[src/rtl/sched_queue_n.sv]
// sched_queue_n: DEPTH-entry out-of-order scheduling queue feeding one
// registered front stage (ALU phase or LSU request).
//
// Ports:
//   clk, a_rst                 clock, asynchronous active-high reset
//   id_*                       decode side: feed strobe, operands, payload
//   id_req                     at least one entry is free
//   rf_a_adr, rf_b_adr         RF read addresses of this cycle's winner
//   fr_*                       front stage ALU-phase outputs
//   lsu_rq_*                   front stage memory-phase request
//   lsu_wait, sf_conflict      back-pressure from LSU / flag writeback
//   lsu_data_*                 load return (tag, data, strobe)
//
// Build option: SQ_LOAD_WAKEUP_BYPASS_EN makes a load entry woken by
// lsu_data_wb eligible in the same cycle, taking lsu_data_in directly.
module sched_queue_n #(
  parameter int unsigned DEPTH = 4,
  parameter int unsigned TAG_W = 2,
  parameter int unsigned CTL_W = 8
) (
  input  logic             clk,
  input  logic             a_rst,
  input  logic             id_feed,
  output logic             id_req,
  input  logic [2:0]       id_a_adr,
  input  logic [2:0]       id_b_adr,
  input  logic [3:0]       id_d_adr,
  input  logic             id_sf_wr,
  input  logic             id_ld,
  input  logic             id_st,
  input  logic [15:0]      id_k16,
  input  logic [CTL_W-1:0] id_ctl,
  output logic [2:0]       rf_a_adr,
  output logic [2:0]       rf_b_adr,
  output logic             fr_valid,
  output logic [CTL_W-1:0] fr_ctl,
  output logic [15:0]      fr_k16,
  output logic [3:0]       fr_d_adr,
  output logic             fr_sf_wr,
  output logic             lsu_rq_start,
  output logic             lsu_rq_cmd,
  output logic [TAG_W-1:0] lsu_rq_tag,
  input  logic             lsu_wait,
  input  logic             sf_conflict,
  input  logic [15:0]      lsu_data_in,
  input  logic [TAG_W-1:0] lsu_data_tag,
  input  logic             lsu_data_wb
);

  typedef enum logic [1:0] {S_FREE, S_PEND, S_LDWAIT} ent_state_t;

  ent_state_t       ent_state [DEPTH];
  ent_state_t       state_nxt [DEPTH];
  logic [2:0]       ent_a     [DEPTH];
  logic [2:0]       ent_b     [DEPTH];
  logic [3:0]       ent_d     [DEPTH];
  logic [15:0]      ent_k16   [DEPTH];
  logic [CTL_W-1:0] ent_ctl   [DEPTH];
  logic [DEPTH-1:0] ent_sf, ent_ld, ent_st;
  // older[i][j] = 1 : entry j is older than entry i
  logic [DEPTH-1:0] older     [DEPTH];

  logic [DEPTH-1:0] free, hit, pend_e, ld_e, mem_e, elig, free_now;
  logic [15:0]      k_e       [DEPTH];
  logic [TAG_W-1:0] sel, alloc_idx;
  logic             have_win, stall, issue, alloc;
  logic [3:0]       fr_d;
  logic             fr_sf_raw;

  // Effective per-entry view; with the bypass a woken load is treated as a
  // PEND ALU op carrying the returning data in this very cycle.
  always_comb begin
    for (int unsigned i = 0; i < DEPTH; i++) begin
      free[i] = (ent_state[i] == S_FREE);
      hit[i]  = lsu_data_wb && (ent_state[i] == S_LDWAIT) && (lsu_data_tag == TAG_W'(i));
`ifdef SQ_LOAD_WAKEUP_BYPASS_EN
      pend_e[i] = (ent_state[i] == S_PEND) || hit[i];
      ld_e[i]   = ent_ld[i] & ~hit[i];
      k_e[i]    = hit[i] ? lsu_data_in : ent_k16[i];
`else
      pend_e[i] = (ent_state[i] == S_PEND);
      ld_e[i]   = ent_ld[i];
      k_e[i]    = ent_k16[i];
`endif
      mem_e[i] = pend_e[i] & (ld_e[i] | ent_st[i]);
    end
  end

  always_comb begin
    logic blocked;
    elig     = '0;
    sel      = '0;
    have_win = 1'b0;
    for (int unsigned i = 0; i < DEPTH; i++) begin
      blocked = 1'b0;
      for (int unsigned j = 0; j < DEPTH; j++) begin
        if (older[i][j] && !free[j]) begin
          blocked |= ent_d[j][3] && (ent_d[j][2:0] == ent_a[i] || ent_d[j][2:0] == ent_b[i]);
          blocked |= pend_e[j] && ent_d[i][3] &&
                     (ent_d[i][2:0] == ent_a[j] || ent_d[i][2:0] == ent_b[j]);
          blocked |= ent_d[i][3] && ent_d[j][3] && (ent_d[i][2:0] == ent_d[j][2:0]);
          blocked |= ent_sf[i] && ent_sf[j];
          blocked |= mem_e[i] && mem_e[j];
        end
      end
      elig[i] = pend_e[i] & ~blocked;
    end
    // Exactly one eligible entry has no eligible entry older than itself.
    for (int unsigned i = 0; i < DEPTH; i++) begin
      if (elig[i] && ((older[i] & elig) == '0)) begin
        sel      = TAG_W'(i);
        have_win = 1'b1;
      end
    end
  end

  always_comb begin
    alloc_idx = '0;
    for (int unsigned i = DEPTH; i > 0; i--) begin
      if (free[i-1]) alloc_idx = TAG_W'(i-1);
    end
  end

  assign id_req   = |free;
  assign alloc    = id_feed & id_req;
  assign stall    = (lsu_rq_start & lsu_wait) | (fr_valid & fr_sf_raw & sf_conflict);
  assign issue    = have_win & ~stall;
  assign rf_a_adr = have_win ? ent_a[sel] : '0;
  assign rf_b_adr = have_win ? ent_b[sel] : '0;
  assign fr_d_adr = {fr_d[3] & fr_valid, fr_d[2:0]};
  assign fr_sf_wr = fr_valid & fr_sf_raw & ~sf_conflict;

  // Allocation only ever targets a FREE entry, so it never collides with issue.
  always_comb begin
    for (int unsigned i = 0; i < DEPTH; i++) begin
      state_nxt[i] = ent_state[i];
      free_now[i]  = 1'b0;
      if (alloc && alloc_idx == TAG_W'(i)) begin
        state_nxt[i] = S_PEND;
      end else if (issue && sel == TAG_W'(i)) begin
        if (mem_e[i] && ld_e[i]) begin
          state_nxt[i] = S_LDWAIT;
        end else begin
          state_nxt[i] = S_FREE;
          free_now[i]  = 1'b1;
        end
      end else if (hit[i]) begin
        state_nxt[i] = S_PEND;
      end
    end
  end

  always_ff @(posedge clk or posedge a_rst) begin
    if (a_rst) begin
      for (int unsigned i = 0; i < DEPTH; i++) begin
        ent_state[i] <= S_FREE;
        older[i]     <= '0;
      end
    end else begin
      for (int unsigned r = 0; r < DEPTH; r++) begin
        ent_state[r] <= state_nxt[r];
        for (int unsigned c = 0; c < DEPTH; c++) begin
          if (alloc && alloc_idx == TAG_W'(r)) begin
            older[r][c] <= ~free[c] & ~free_now[c];
          end else if (free_now[c] || (alloc && alloc_idx == TAG_W'(c))) begin
            older[r][c] <= 1'b0;
          end
        end
      end
    end
  end

  always_ff @(posedge clk) begin
    for (int unsigned i = 0; i < DEPTH; i++) begin
      if (alloc && alloc_idx == TAG_W'(i)) begin
        ent_a[i]   <= id_a_adr;
        ent_b[i]   <= id_b_adr;
        ent_d[i]   <= id_d_adr;
        ent_sf[i]  <= id_sf_wr;
        ent_ld[i]  <= id_ld;
        ent_st[i]  <= id_st;
        ent_k16[i] <= id_k16;
        ent_ctl[i] <= id_ctl;
      end else if (hit[i]) begin
        ent_ld[i]  <= 1'b0;
        ent_k16[i] <= lsu_data_in;
      end
    end
  end

  always_ff @(posedge clk or posedge a_rst) begin
    if (a_rst) begin
      fr_valid     <= 1'b0;
      lsu_rq_start <= 1'b0;
      lsu_rq_cmd   <= 1'b0;
      lsu_rq_tag   <= '0;
      fr_ctl       <= '0;
      fr_k16       <= '0;
      fr_d         <= '0;
      fr_sf_raw    <= 1'b0;
    end else if (!stall) begin
      if (have_win) begin
        fr_valid     <= ~mem_e[sel];
        lsu_rq_start <= mem_e[sel];
        if (mem_e[sel]) begin
          lsu_rq_cmd <= ent_st[sel];
          lsu_rq_tag <= sel;
        end
        fr_ctl    <= ent_ctl[sel];
        fr_k16    <= k_e[sel];
        fr_d      <= ent_d[sel];
        fr_sf_raw <= ent_sf[sel];
      end else begin
        fr_valid     <= 1'b0;
        lsu_rq_start <= 1'b0;
      end
    end
  end

endmodule

[config.mk]
export PLATFORM = sky130hd
export DESIGN_NAME = sched_queue_n
export DESIGN_NICKNAME = d
export VERILOG_FILES = /design/src/rtl/sched_queue_n.sv
export SDC_FILE = /design/constraint.sdc
export NUM_CORES = 1
export LEC_CHECK = 0
export ABC_AREA = 1
export BUFFER_PORTS_ARGS = -buffer_cell sky130_fd_sc_hd__buf_2
export CAP_MARGIN = 20
export CORE_UTILIZATION = 45
export DETAILED_ROUTE_END_ITERATION = 12
export GPL_TIMING_DRIVEN = 1
export MAX_ROUTING_LAYER = met4
export PLACE_DENSITY = 0.66
export SLEW_MARGIN = 30
export SYNTH_ARGS = -nofsm -noshare
export SYNTH_HDL_FRONTEND = slang
export SYNTH_SLANG_ARGS = --single-unit
[constraint.sdc]
create_clock -name clk -period 4.3 [get_ports clk]
set_clock_uncertainty 0.15 [all_clocks]
set_input_delay 0.645 -clock clk [delete_from_list [all_inputs] [get_ports clk]]
set_output_delay 0.645 -clock clk [all_outputs]
set_load 0.02 [all_outputs]
==> results of run 1 <==
layer usage:
metal,GRT usage (%),wire length [um],vias up
met5,-,0,-
met4,8.091,790,0
met3,4.955,2865,50
met2,42.27,15120,405
met1,37.66,14310,4410
li1,-,-,4500
how the worst max path moves through the flow:
stage | start | to | cells past startpoint
after floorplan | id_feed | ent_k16[1][0]$_DFFE_PP_ | 4
after global placement | ent_d[0][0]$_DFFE_PP_ | rf_b_adr[1] | 18
after detailed placement | ent_d[0][0]$_DFFE_PP_ | rf_a_adr[1] | 18
after CTS | ent_d[1][2]$_DFFE_PP_ | rf_b_adr[1] | 19
after global routing | ent_d[0][2]$_DFFE_PP_ | rf_b_adr[1] | 18
final | ent_d[1][2]$_DFFE_PP_ | rf_b_adr[1] | 19
power by group through the flow:
| stage | clock network [mW] | registers [mW] | logic [mW] |
|---|---|---|---|
| finish | 2.00 | 3.14 | 5.38 |
| CTS | 2.03 | 3.13 | 5.18 |
| global route | 2.12 | 3.18 | 5.82 |
| detailed placement | 0 | 3.21 | 5.01 |
| floorplan | 0 | 3.21 | 3.45 |
| global placement | 0 | 3.21 | 4.98 |
kinds of logic (layout without fill, tap and decap cells):
kind of cell | Yosys count | count (layout)
flops | 206 | 206
buf+inv | 167 | 316
simple gates | 757 | 758
compound gates | 127 | 127
xor+xnor | 38 | 38
registers in the layout, summed over array words and instances, names as in the netlist, 2 cells and up:
register / cells
ent_sf: 4
ent_k16: 64
ent_b: 12
ent_d: 16
lsu_rq_tag: 2
ent_ctl: 32
ent_state: 8
ent_st: 4
ent_a: 12
fr_d: 4
fr_ctl: 8
ent_ld: 4
older: 16
fr_k16: 16
area by class of cell:
| class | count | area share [%] |
|---|---|---|
| inverter | 115 | 3.442 |
| multi-input combinational | 923 | 33.92 |
| tap | 319 | 3.110 |
| timing repair buffer | 159 | 7.576 |
| clock buffer | 31 | 4.953 |
| clock inverter | 11 | 1.053 |
| sequential | 206 | 45.94 |
timing repair:
action                                  4_1_cts  5_1_grt
endpoints found under the hold margin         0        0
gates resized for setup                       5       14
pin swaps                                     1        4
setup buffers                                19       17
gates cloned                                  1        0
endpoints found under the setup margin        6        6
placed cells by master, fill, tap and decap left out, types with 35 or more instances in the layout:
cell type / n
dfrtp_1: 58
nor2_1: 71
nand4_1: 35
nand3_1: 92
xnor2_1: 36
buf_2: 100
inv_1: 90
edfxtp_1: 148
o21ai_0: 86
buf_4: 56
nand2_1: 505
==> flow_summary.ini, run 1 <==
[run_status]
status = finished, final reports clean

[finish]
layout.cells.non_filler = 1764
fin_util_pct = 54.18
final_nets = 1489
antenna_cells = 0
nFillCells = 2205
area_growth_pct = 17.39
final_area_sq_um = 12830
ff_latch_area_sq_um = 5896
drive_gt1_share_pct = 18.48
multi_input_area_sq_um = 4353

[critical_path]
cp_common_cell = nand2_1
path_delay_family = simple AND/OR/NAND/NOR gates
ff2ff_setup_slack_ps = 740
crit_arrival_ps = 3300
r2r_end = lsu_rq_cmd$_DFFE_PP0P_
crit-reg2reg-launch = ent_d[1][2]$_DFFE_PP_
r2r_cells = 22
setup.worst_path.end_class = output port
critPathMaxFanout = 11
cp_slowest_cell = edfxtp_1
worst-setup-path-type = register to output port
start_kind = register
path_buf_inv = 4
path_cells = buf_4 -> buf_4 -> xnor2_2 -> nand3_1 -> nand2_1 -> nand2_1 -> nand3_1 -> nand2_1 -> nand2_2 -> nor2_4 -> nand2_1 -> nand3_2 -> nor2_4 -> nand3_2 -> buf_6 -> o21ai_0 -> nand2_1 -> o211ai_1 -> buf_4
crit_required_ps = 3500
max_stage_delay_ps = 420

[global_routing]
grt_usage_pct = 27.68
antenna_found_initial = 0
grt_pass1_wl_um = 49670
grt_max_degree = 45
grt_pass1_vias = 8561
gr-total-overflow = 0

[drt]
viasPerCell = 5.309
drcViolationCount = 0
vias = 9365
wl_per_cell_um = 18.75
routed_wirelength_um = 33080
drt-pass1-iter-count = 7
drt_iter0_markers = 870
ant_nets = 0

[clocking]
cts_tree = done
ctsHtreeMaxLevel = 1
path_clk_slew_ps = 60
root_buffer = clkbuf_16
cts_buffers = 23
cts_sinks = 206
clockBufferDepth = 3
clkLatencyLatePin_ps = 520
hold_buffers = 0

[floorplan]
die_w_um = 157.9
rows = 56
die_y_um = 157.9
die_area_sq_um = 24920
core-area_sq_um = 23680
io_pins = 102
start_util_pct = 46.16

[worst_hold_path]
hp-class = input pin to asynchronous set/reset pin

[synthesis]
synth_edf_count = 148
synthAdderAreaFrac_pct = 0
synth_cell_type_count = 35
yosys.area_share.simple_pct = 29.71
async_flop_share_pct = 28.16
synth_top_area_cell = edfxtp_1
synth_area_leaders = edfxtp_1 (41%), nand2_1 (17%), dfrtp_1 (13%)
synth-compound-area-share_pct = 6.249
synth_seq_cells = 206
syn_area_sq_um = 10930
synth_top_cell_area_share_pct = 40.65
synth_top_family_by_area = simple AND/OR/NAND/NOR gates
synthesis.nets = 1356
ys_warn_count = 0
synth_xor_area_share_pct = 3.045
synth_sequential_area_ratio_pct = 53.93
synthCells = 1295
synthMuxAreaShare_pct = 0
yosysMostFrequentCell = nand2_1
synth_common_cells = nand2_1 (506), edfxtp_1 (148), inv_1 (96)
ys.flop_type = edfxtp_1
syn-mean-instance-area_sq_um = 8.441

[power]
power.total_mw = 10.51
switchingPower_mw = 4.889
power_density_nw_per_um2 = 819.3
power_frac_seq_pct = 29.9
p_leak_nw = 5.896
power.internal_mw = 5.624
power.share.clock_pct = 19.0
vdd.ir_drop.worst_uv = 339.3
sw_frac_of_total_pct = 46.50
power_frac_comb_pct = 51.1

[placed_design]
placedCellCount = 1685
port_buffers = 101
postPlaceCellArea_sq_um = 11680
place_ws_ps = 241.9
dp_hpwl_um = 22200
gp_congestion = 1.015

[timing]
setup_slack_ps = 202.2
drv_slew = 0
final_hold_viol_count = 0
clock.fmax_mhz = 244.0
rsz0062_at_grt = no
timing.final.crit_share_pct = 95.30
whs_ps = 58.25
finalCriticalPeriod_ps = 4098
tns_ps = 0
relSlewSlack_pct = 40.77
worstMarginPinSlew_ps = 882.9
setup_viol = 0

[run]
max_cap_viol_count = 0
No activity file was read; power rests on OpenSTA's default activity.
==> run 2, diff against run 1 <==
--- a/config.mk
+++ b/config.mk
@@ -8,11 +8,13 @@
 export ABC_AREA = 1
 export BUFFER_PORTS_ARGS = -buffer_cell sky130_fd_sc_hd__buf_2
 export CAP_MARGIN = 20
+export CORE_MARGIN = 2
 export CORE_UTILIZATION = 45
 export DETAILED_ROUTE_END_ITERATION = 12
 export GPL_TIMING_DRIVEN = 1
 export MAX_ROUTING_LAYER = met4
-export PLACE_DENSITY = 0.66
+export PLACE_DENSITY = 0.73
+export SKIP_CTS_REPAIR_TIMING = 1
 export SLEW_MARGIN = 30
 export SYNTH_ARGS = -nofsm -noshare
 export SYNTH_HDL_FRONTEND = slang
==> flow_summary.ini, run 2 (synthesized netlist as in run 1, its figures left out) <==
[run_status]
status = finished, final reports clean

[critical_path]
worst-setup-path-type = register to output port
crit-reg2reg-launch = ent_d[1][2]$_DFFE_PP_
crit_arrival_ps = 3350
setup.worst_path.end_class = output port
cp-startpoint = ent_d[1][2]$_DFFE_PP_
critPathMaxFanout = 12
crit_required_ps = 3500
start_kind = register

[finish]
layout_common_cells = nand2_1 (506), edfxtp_1 (148), buf_2 (101), nand3_1 (94), inv_1 (90)
largest_register_ffs = 64
layout.cells.non_filler = 1756
largestRegisters = ent_k16 x64, ent_ctl x32
multi_input_area_sq_um = 4312
antenna_cells = 0
final_common_cell = nand2_1
drive_gt1_share_pct = 17.18
nFillCells = 2264
regMostFlops = ent_k16
ff_latch_area_sq_um = 5896
final_nets = 1476
area_growth_pct = 15.55

[placed_design]
gp_congestion = 0.9836
dp_hpwl_um = 22330
port_buffers = 101
placedCellCount = 1692
place_ws_ps = 397.6

[floorplan]
rows = 57
die_area_sq_um = 25560
die_w_um = 159.9
start_util_pct = 45.35
die_y_um = 159.9
core-area_sq_um = 24110
io_pins = 102

[drt]
viasPerCell = 5.391
drcViolationCount = 0
ant_nets = 0
vias = 9466
wl_per_cell_um = 18.73
drt_iter0_markers = 922
drt-pass1-iter-count = 5
routed_wirelength_um = 32880

[timing]
setup_viol = 0
finalCriticalPeriod_ps = 4143
relSlewSlack_pct = 34.99
worstMarginPinSlew_ps = 972.9
setup_slack_ps = 157.2
timing.final.crit_share_pct = 96.34
final_hold_viol_count = 0
clock.fmax_mhz = 241.4
tns_ps = 0
whs_ps = 159.7
rsz0062_at_grt = no
drv_slew = 0

[clocking]
clockBufferDepth = 3
cts_buffers = 23
cts_tree = done
clkLatencyLatePin_ps = 520
ctsHtreeMaxLevel = 1
root_buffer = clkbuf_16
path_clk_slew_ps = 60
cts_sinks = 206

[global_routing]
grt_max_degree = 37
grt_pass1_vias = 9037
antenna_found_initial = 0
gr-total-overflow = 0
grt_usage_pct = 26.28
grt_pass1_wl_um = 50690

[worst_hold_path]
hp-class = input pin to asynchronous set/reset pin

[power]
p_leak_nw = 5.773
vdd.ir_drop.worst_uv = 588.0
power_density_nw_per_um2 = 811.2

[run]
max_cap_viol_count = 0
## run 2: changes by cell type in the layout (fill, tap and decap cells not counted), moves of 3 or more
cell        before  now
clkinvlp_4       1    4
clkbuf_8         3    0
nand3_2          5    2
buf_4           56   43
## run 2: power breakdown
| part | internal [mW] | switching (mW) | total (mW) |
|---|---|---|---|
| sequential | 2.80 | 0.349 | 3.15 |
| combinational | 1.54 | 3.70 | 5.24 |
| clock | 1.05 | 0.804 | 1.86 |
| total | 5.39 | 4.86 | 10.2 |
## run 2: per-stage QoR
step / util, % / total power, mW / area (sq um)
final: 52.40 / 10.25 / 12630
after global routing: 52.40 / 10.90 / 12630
after CTS: 51.46 / 10.07 / 12400
after detailed placement: 48.53 / 8.179 / 11700
after global placement: 48.53 / 8.130 / 11700
after floorplan: - / 6.662 / 10930
## run 2: worst max-delay path: stages (launching register included)
cell and delay (ps):
edfxtp_1 480, buf_4 200, nand2_1 60, nand2_1 80, nand2_1 80, nor2_1 50
nor2_2 120, nand3_1 150, a21oi_2 230, nand3_1 120, nand2_2 150, inv_2 60
nand2_4 190, nand2_4 110, nor2_8 200, nand2_1 90, o21ai_2 60, nor2_1 60
a21oi_2 150, buf_2 200
## run 2: cell type report
type                            count  area share [%]
Clock inverter                     13          0.8617
Clock buffer                       29           4.735
Tap cell                          324           3.209
Inverter                          115           3.477
Sequential cell                   206           46.67
Timing Repair Buffer              147           6.914
Multi-Input combinational cell    922           34.13
## run 2: worst paths after layout
kind	slack (ps)	cells after the start	end
setup / recovery	160	19	rf_a_adr[1]
hold / removal	160	2	older[10]$_DFFE_PP0P_
setup reg to reg	930	20	fr_k16[15]$_DFFE_PP0P_
hold reg to reg	320	2	fr_k16[4]$_DFFE_PP0P_
max in group asynchronous	3010	3	fr_k16[14]$_DFFE_PP0P_
min in group clk	200	1	ent_b[3][2]$_DFFE_PP_
## run 2: layer usage
layer / vias to the layer above / part of all wire [%] / GRT usage (%)
met5: - / 0 / -
met4: 0 / 3.0 / 8.968
met3: 77 / 9.4 / 4.675
met2: 497 / 45 / 40.54
met1: 4416 / 42 / 35.32
li1: 4476 / - / -
==> run 3, diff against run 2 <==
--- a/config.mk
+++ b/config.mk
@@ -8,12 +8,14 @@
 export ABC_AREA = 1
 export BUFFER_PORTS_ARGS = -buffer_cell sky130_fd_sc_hd__buf_2
 export CAP_MARGIN = 20
+export CELL_PAD_IN_SITES_DETAIL_PLACEMENT = 1
+export CELL_PAD_IN_SITES_GLOBAL_PLACEMENT = 2
 export CORE_MARGIN = 2
-export CORE_UTILIZATION = 45
+export CORE_UTILIZATION = 33
 export DETAILED_ROUTE_END_ITERATION = 12
 export GPL_TIMING_DRIVEN = 1
 export MAX_ROUTING_LAYER = met4
-export PLACE_DENSITY = 0.73
+export PLACE_DENSITY = 0.84
 export SKIP_CTS_REPAIR_TIMING = 1
 export SLEW_MARGIN = 30
 export SYNTH_ARGS = -nofsm -noshare
==> flow_summary.ini, run 3 (synthesized netlist as in run 1, its figures left out) <==
[finish]
final_common_cell = nand2_1
layout.cells.non_filler = 1883
largestRegisters = ent_k16 x64, ent_ctl x32
area_growth_pct = 18.94
final_area_sq_um = 13000
largest_register_ffs = 64
drive_gt1_share_pct = 18.14
regMostFlops = ent_k16
final_nets = 1482
layout_common_cells = nand2_1 (504), edfxtp_1 (148), buf_2 (99), nand3_1 (93), inv_1 (89)

[run_status]
status = finished, final reports clean

[timing]
drv_slew = 0
rsz0062_at_grt = yes
setup_viol = 0
finalCriticalPeriod_ps = 4162
tns_ps = 0
relSlewSlack_pct = 54.01
clock.fmax_mhz = 240.3
final_hold_viol_count = 0
timing.final.crit_share_pct = 96.80
worstMarginPinSlew_ps = 689.1

[drt]
drt-pass1-iter-count = 4
wl_per_cell_um = 20.02
drcViolationCount = 0
ant_nets = 0
vias = 9397
routed_wirelength_um = 37700
viasPerCell = 4.990
drt_iter0_markers = 551

[run]
max_cap_viol_count = 0

[floorplan]
die_y_um = 186.0
io_pins = 102
die_w_um = 186.0
core-area_sq_um = 32620
rows = 66
die_area_sq_um = 34600
start_util_pct = 33.51

[critical_path]
path_cells = nor2_1 -> nor2_4 -> nand2_1 -> o21ai_0 -> nor2_1 -> nand3_1 -> nand2_1 -> nand2_4 -> nor2_4 -> nand3_2 -> nor2_4 -> nand3_2 -> buf_6 -> o21ai_0 -> nand2_1 -> o211ai_1 -> buf_4
critical_path_cell_count = 17
crit-reg2reg-launch = ent_d[2][2]$_DFFE_PP_
path_delay_family = simple AND/OR/NAND/NOR gates
worst-setup-path-type = register to output port
max_stage_delay_ps = 410
r2r_end = older[0]$_DFFE_PP0P_
r2r_cells = 17
crit_arrival_ps = 3370
cp_slowest_cell = edfxtp_1
start_kind = register
path_buf_inv = 2
setup.worst_path.end_class = output port
crit_required_ps = 3500
critPathMaxFanout = 11
ff2ff_setup_slack_ps = 870

[power]
vdd.ir_drop.worst_uv = 480.2
p_leak_nw = 5.878
power_density_nw_per_um2 = 823.0

[global_routing]
grt_pass1_wl_um = 57480
antenna_found_initial = 2
grt_usage_pct = 22.82
grt_max_degree = 44
grt_pass1_vias = 9797
gr-total-overflow = 0

[clocking]
path_clk_slew_ps = 60
root_buffer = clkbuf_16
cts_tree = done
cts_sinks = 206
ctsHtreeMaxLevel = 1
clkLatencyLatePin_ps = 540
clockBufferDepth = 3
cts_buffers = 24

[placed_design]
gp_congestion = 0.9418
dp_hpwl_um = 26920
port_buffers = 101
placedCellCount = 1816
postPlaceCellArea_sq_um = 11910

[worst_hold_path]
hp-class = input pin to asynchronous set/reset pin
-- run 3: changes by cell type in the layout (fill, tap and decap cells not counted), moves of 3 or more --
cell	before	now
clkbuf_16	23	26
buf_6	0	3
clkinv_1	7	10
clkbuf_1	6	1
buf_4	43	47
-- run 3: worst register-to-register path: cells and delay by family, from the launching register on --
family,cells,cell delay (ps)
AND/OR/NAND/NOR,13,1680
buffers and inverters,3,790
AO/OA/AOI/OAI,1,200
flip-flops,1,490
-- run 3: cell type report --
| cell class | instances | area (sq um) |
|---|---|---|
| antenna | 2 | 5.005 |
| timing repair buffer | 152 | 942.2 |
| fill | 3897 | 19620 |
| clock buffer | 28 | 668.1 |
| tap | 442 | 553.0 |
| multi-input combinational | 922 | 4353 |
| sequential | 206 | 5896 |
| clock inverter | 16 | 140.1 |
| inverter | 115 | 445.4 |
-- run 3: how the worst max path moves through the flow --
stage                                from                 endpoint  slack, ps
floorplan                         id_feed  ent_k16[1][0]$_DFFE_PP_        240
global placement    ent_d[2][2]$_DFFE_PP_              rf_b_adr[1]        210
detailed placement  ent_d[2][2]$_DFFE_PP_              rf_b_adr[1]        200
CTS                 ent_d[2][2]$_DFFE_PP_              rf_b_adr[1]       -400
global route          ent_st[3]$_DFFE_PP_              rf_b_adr[1]        -30
finish                ent_st[3]$_DFFE_PP_              rf_b_adr[1]        140
-- run 3: metrics by stage --
| step | utilization [%] | total power [mW] | hold slack [ps] | setup WS (ps) |
|---|---|---|---|---|
| 5_1_grt | 39.86 | 11.44 | 79.06 | -26.75 |
| 2_1_floorplan | - | 6.662 | 298.7 | 241.1 |
| 3_3_place_gp | 36.49 | 8.377 | 307.0 | 213.4 |
| 6_report | 39.86 | 10.70 | 38.15 | 137.7 |
| 4_1_cts | 38.98 | 10.58 | 53.76 | -399.7 |
| 3_5_place_dp | 36.51 | 8.463 | 310.7 | 200.7 |
-- run 3: power breakdown --
group | internal [mW] | switching, mW
combinational | 1.61 | 3.85
clock | 1.23 | 0.849
sequential | 2.80 | 0.365
total | 5.64 | 5.06
-- run 3: layer usage --
layer  vias to the layer above  track usage, %  wire length (um)
met5                         -               -                 0
met4                         0           8.693              1539
met3                       102           2.817              1648
met2                       232           38.48             18280
met1                      4575           28.04             16230
li1                       4488               -                 -
